$ cat config.mk
export PLATFORM = sky130hd
export DESIGN_NAME = fixcomplex_mandeliter
export DESIGN_NICKNAME = d
export VERILOG_FILES = /design/src/rtl/fixcomplex_mandeliter.sv
export SDC_FILE = /design/constraint.sdc
export NUM_CORES = 2
export LEC_CHECK = 0
export ABC_AREA = 1
export CAP_MARGIN = 20
export CORE_ASPECT_RATIO = 1.2
export CORE_MARGIN = 2
export CORE_UTILIZATION = 55
export DETAILED_ROUTE_END_ITERATION = 8
export DONT_BUFFER_PORTS = 1
export PLACE_DENSITY = 0.7
export SLEW_MARGIN = 20
export SYNTH_ARGS = -nofsm -noshare
export SYNTH_HDL_FRONTEND = slang
export SYNTH_SLANG_ARGS = --single-unit
$ cat constraint.sdc
create_clock -name clk -period 9.6 [get_ports clk]
set_input_delay 2.88 -clock clk [delete_from_list [all_inputs] [get_ports clk]]
set_output_delay 2.88 -clock clk [all_outputs]
set_load 0.03 [all_outputs]
$ cat src/rtl/fixcomplex_mandeliter.sv
// Escape-time Mandelbrot engine: iterates z <- z*z + c from z = 0 until |z|^2 >= 4.0
// or the iteration cap, then holds {iter, escaped, z} until the consumer accepts it.
module fixcomplex_mandeliter #(
    parameter int ws    = 16,
    parameter int dp    = 8,
    parameter int iw    = 8,
    parameter int maxit = 255
) (
    input  logic            clk,
    input  logic            rst,
    input  logic            in_valid,
    output logic            in_ready,
    input  logic [2*ws-1:0] c,
    output logic            out_valid,
    input  logic            out_ready,
    output logic [iw-1:0]   iter,
    output logic            escaped,
    output logic [2*ws-1:0] z_out
);

    typedef enum logic [1:0] {IDLE, RUN, DONE} state_t;

    localparam logic [iw-1:0]   MAXN    = iw'(maxit);
    localparam logic [2*ws:0]   ESC_LIM = (2*ws+1)'(4) << (2*dp);

    state_t                 state_q, state_d;
    logic [2*ws-1:0]        c_q, c_d;
    logic signed [ws-1:0]   zr_q, zr_d, zi_q, zi_d;
    logic [iw-1:0]          n_q, n_d;
    logic [iw-1:0]          iter_q, iter_d;
    logic                   esc_q, esc_d;
    logic [2*ws-1:0]        zo_q, zo_d;

    // Full-width signed products; the escape test uses them untruncated.
    logic signed [2*ws-1:0] re_x, im_x, p_rr, p_ii, p_ri;
    logic [2*ws:0]          mag;
    logic signed [ws-1:0]   rr, ii, ri, c_re, c_im;
    logic                   esc_hit;

    always_comb begin
        re_x    = (2*ws)'(zr_q);
        im_x    = (2*ws)'(zi_q);
        p_rr    = re_x * re_x;
        p_ii    = im_x * im_x;
        p_ri    = re_x * im_x;
        rr      = p_rr[dp+ws-1:dp];
        ii      = p_ii[dp+ws-1:dp];
        ri      = p_ri[dp+ws-1:dp];
        mag     = {1'b0, p_rr} + {1'b0, p_ii};
        esc_hit = (mag >= ESC_LIM);
        c_re    = c_q[ws-1:0];
        c_im    = c_q[2*ws-1:ws];
    end

    always_comb begin
        state_d = state_q;
        c_d     = c_q;
        zr_d    = zr_q;
        zi_d    = zi_q;
        n_d     = n_q;
        iter_d  = iter_q;
        esc_d   = esc_q;
        zo_d    = zo_q;
        case (state_q)
            IDLE: begin
                if (in_valid) begin
                    c_d     = c;
                    zr_d    = '0;
                    zi_d    = '0;
                    n_d     = '0;
                    state_d = RUN;
                end
            end
            RUN: begin
                if (esc_hit || n_q == MAXN) begin
                    esc_d   = esc_hit;
                    iter_d  = n_q;
                    zo_d    = {zi_q, zr_q};
                    state_d = DONE;
                end else begin
                    zr_d = rr - ii + c_re;
                    zi_d = ri + ri + c_im;
                    n_d  = n_q + 1'b1;
                end
            end
            DONE: begin
                if (out_ready) state_d = IDLE;
            end
            default: state_d = IDLE;
        endcase
    end

    always_ff @(posedge clk) begin
        if (rst) begin
            state_q <= IDLE;
            c_q     <= '0;
            zr_q    <= '0;
            zi_q    <= '0;
            n_q     <= '0;
            iter_q  <= '0;
            esc_q   <= 1'b0;
            zo_q    <= '0;
        end else begin
            state_q <= state_d;
            c_q     <= c_d;
            zr_q    <= zr_d;
            zi_q    <= zi_d;
            n_q     <= n_d;
            iter_q  <= iter_d;
            esc_q   <= esc_d;
            zo_q    <= zo_d;
        end
    end

    assign in_ready  = (state_q == IDLE);
    assign out_valid = (state_q == DONE);
    assign iter      = iter_q;
    assign escaped   = esc_q;
    assign z_out     = zo_q;

endmodule

==> out/qor.yml <==
outcome:
  status: "complete, no violations"
synthesis:
  yosysWarningCount: 0
  synth.distinct_cells: 40
  postSynth.asyncResetShare_pct: 0
  synth.cell_area_mm2: 0.0340
  synth_edf_count: 0
  synth_nets: 5515
  syn_inst: 4514
  synth-seq-area-share_pct: 6.78
  syn_area_per_cell_um2: 7.53
  yosys-top-cells-area: "fa_1 (39%), inv_1 (15%), nand2_1 (11%)"
  synth-seq-cells: 115
  synth_top_area_share_pct: 39.3
  ys.flop_type: "dfxtp_1"
  synth_top_area_cell: "fa_1"
power_and_ir_drop:
  ir_drop_v: 0.000664
  p_int_mw: 2.45
  p_per_area_mw_per_mm2: 176
  comb_power_share_pct: 77.9
  leakagePower_nw: 20.2
  p_switching_mw: 3.83
  power_frac_seq_pct: 12.2
  clkPwrFrac_pct: 9.8
  switching_share_pct: 61.0
worst_setup_path:
  path_max_fanout: 31
  crit_top_cell: "nand2_1"
  path_buf_inv: 8
  critPathKind: "register to register"
  end_kind: "register"
  crit_required_ns: 9.95
  start_kind: "register"
  arrival_ns: 9.45
  cpMaxStageDelayCell: "dfxtp_1"
  crit_family: "adder cells"
  crit_path_max_incr_delay_ns: 0.58
layout:
  post-route-cell-area_mm2: 0.0356
  fin_nets: 5462
  regArea_mm2: 0.00231
  area_growth_pct: 4.74
  fill_cells: 5685
  multi_input_area_mm2: 0.0260
  layout-drive-gt1-share_pct: 3.20
cts:
  h-tree-depth: 4
  insertion_delay_ns: 0.44
  clk_pin_slew_ns: 0.06
  clock_path_buffers: 2
  root_buffer: "clkbuf_16"
  cts_buffers: 17
  numClockSinks: 115
  cts_tree: "yes"
route:
  drc: 0
  num_vias: 27194
  antenna_left: 0
  drt_iter0_drc: 1451
  totalWireLength_mm: 88.7
  firstDrtPassIters: 7
  viasPerCell: 5.15
  wl_per_cell_um: 16.8
placement:
  pre_cts_ws_ns: 0.519
  hpwl_mm: 74.1
  gp_congestion: 0.990
  placed_area_mm2: 0.0350
  port_buffers: 0
min_path:
  hold_path.class: "register to register"
timing:
  period_share_pct: 94.7
  hold_viol: 0
  skew_ns: 0.0158
  maxSlewHeadroom_pct: 46.8
  rsz0062_at_grt: "true"
  fin_crit_ns: 9.09
  max_freq_mhz: 110
  worst_pin_slew_ns: 0.790
  slew_viol_final: 0
  fin_ws_ns: 0.506
  finalSetupViolCount: 0
die:
  rows: 99
  die_area_mm2: 0.0638
  core_region_area_mm2: 0.0609
  die_h_um: 276
  ios: 79
  fp.dieW_um: 231
  start_util_pct: 55.8
global_route:
  track_usage_pct: 29.1
  grt_max_degree: 82
  busiest_layer: "met2"
  met1_usage_pct: 36.5
  gr-usage-met3_pct: 4.05
  grt_pass1_wl_mm: 147
  grt_remaining_overflow: 0
  grt_pass1_vias: 28734
  antenna_found_initial: 2
  use_met2_pct: 50.7
run:
  maxCapViolCount: 0
[cells in the final DEF (no fill, tap or decap), types with 6 or more instances in the layout]
| cell | instances |
|---|---|
| clkbuf_16 | 17 |
| fa_1 | 667 |
| xor2_1 | 95 |
| o21bai_1 | 9 |
| nand3b_1 | 10 |
| or2_2 | 9 |
| and2_1 | 7 |
| nand3_1 | 161 |
| xnor2_1 | 39 |
| inv_1 | 1351 |
| nand2_1 | 1023 |
| a21oi_1 | 214 |
| o21ai_0 | 84 |
| ha_1 | 298 |
| a31oi_1 | 9 |
| nor3_1 | 19 |
| dfxtp_1 | 110 |
| nand4_1 | 31 |
| buf_4 | 81 |
| o211ai_1 | 6 |
| nor2_1 | 160 |
| a21o_1 | 16 |
[what timing repair did]
action | 4_1_cts | 5_1_grt
hold endpoints to repair | 0 | 0
setup endpoints to repair | 0 | 37
buffers inserted | 0 | 0
gates resized for setup | 0 | 6
hold buffers | 0 | 0
[power by group through the flow]
stage | logic [mW] | clock network (mW) | registers, mW
finish | 4.89 | 0.617 | 0.768
global route | 5.42 | 0.646 | 0.775
CTS | 4.84 | 0.618 | 0.763
detailed placement | 4.81 | 0 | 0.773
global placement | 4.78 | 0 | 0.771
floorplan | 3.39 | 0 | 0.638
[stage by stage]
| step | power [mW] | hold WS (ns) | cells | utilization, % | TNS (ns) |
|---|---|---|---|---|---|
| floorplan | 4.03 | 0.444 | 4514 | - | 0 |
| global placement | 5.55 | 0.481 | 5250 | 57.5 | 0 |
| detailed placement | 5.59 | 0.488 | 5250 | 57.5 | 0 |
| CTS | 6.22 | 0.501 | 5282 | 58.4 | 0 |
| global route | 6.84 | 0.529 | 5284 | 58.4 | -0.0608 |
| finish | 6.28 | 0.492 | 5284 | 58.4 | 0 |
[synth_stat cells (4+ instances only)]
library cell	instances
inv_2	5
nand3b_1	10
o21bai_1	9
nand3_1	161
and2_1	7
a21oi_1	214
dfxtp_1	115
o21ai_0	84
buf_4	4
nor3_1	19
nor2_1	161
nor2_2	4
nand2_1	1025
a21o_1	16
a31oi_1	9
or2_2	9
nor4_1	5
o211ai_1	6
clkbuf_1	120
fa_1	667
nand4_1	31
xnor2_1	39
buf_1	25
ha_1	298
inv_1	1351
xor2_1	95
[per-layer routing]
layer  up-vias  routed length (µm)
met3       187                5150
met5         -                   0
met2       760               44200
met4         0                4050
li1      12961                   -
met1     13286               35200
[kinds of logic after synthesis]
family | synth area share (%)
buf+inv | 16.8
simple gates | 17.2
fa+ha+maj | 50.3
compound gates | 5.53
xor+xnor | 3.45
flops | 6.78
[worst reg2reg max path: cells and delay by family, from the launching register on]
family / cells / cell delay [ns]
flops: 1 / 0.58
buf+inv: 8 / 1.05
fa+ha+maj: 8 / 3.50
compound gates: 5 / 1.05
xor+xnor: 1 / 0.41
simple gates: 19 / 2.43
[path summary, 6_finish.rpt]
kind / cells past startpoint / endpoint / start / slack [ns]
hold reg to reg: 2 / c_q[14] / c_q[14] / 0.49
setup / recovery: 41 / zr_q[10] / zi_q[2] / 0.51
setup reg to reg: 41 / zr_q[10] / zi_q[2] / 0.51
hold / removal: 2 / c_q[14] / c_q[14] / 0.49
[flip-flops by register name, indices dropped and copies added (netlist names)]
register  flops
c_q          32
escaped       1
iter          8
n_q           8
state_q       2
z_out        32
zi_q         16
zr_q         16
[final cells by class]
cell class              instances  area share (%)
diodes                          2          0.0141
clock buffers                  18            1.21
clock inverters                14           0.366
inverters                    1357            14.3
multi-input cells            2888            73.0
flip-flops and latches        115            6.49
well taps                     808            2.84
repair buffers                 82            1.76
No activity file was read; power rests on OpenSTA's default activity.
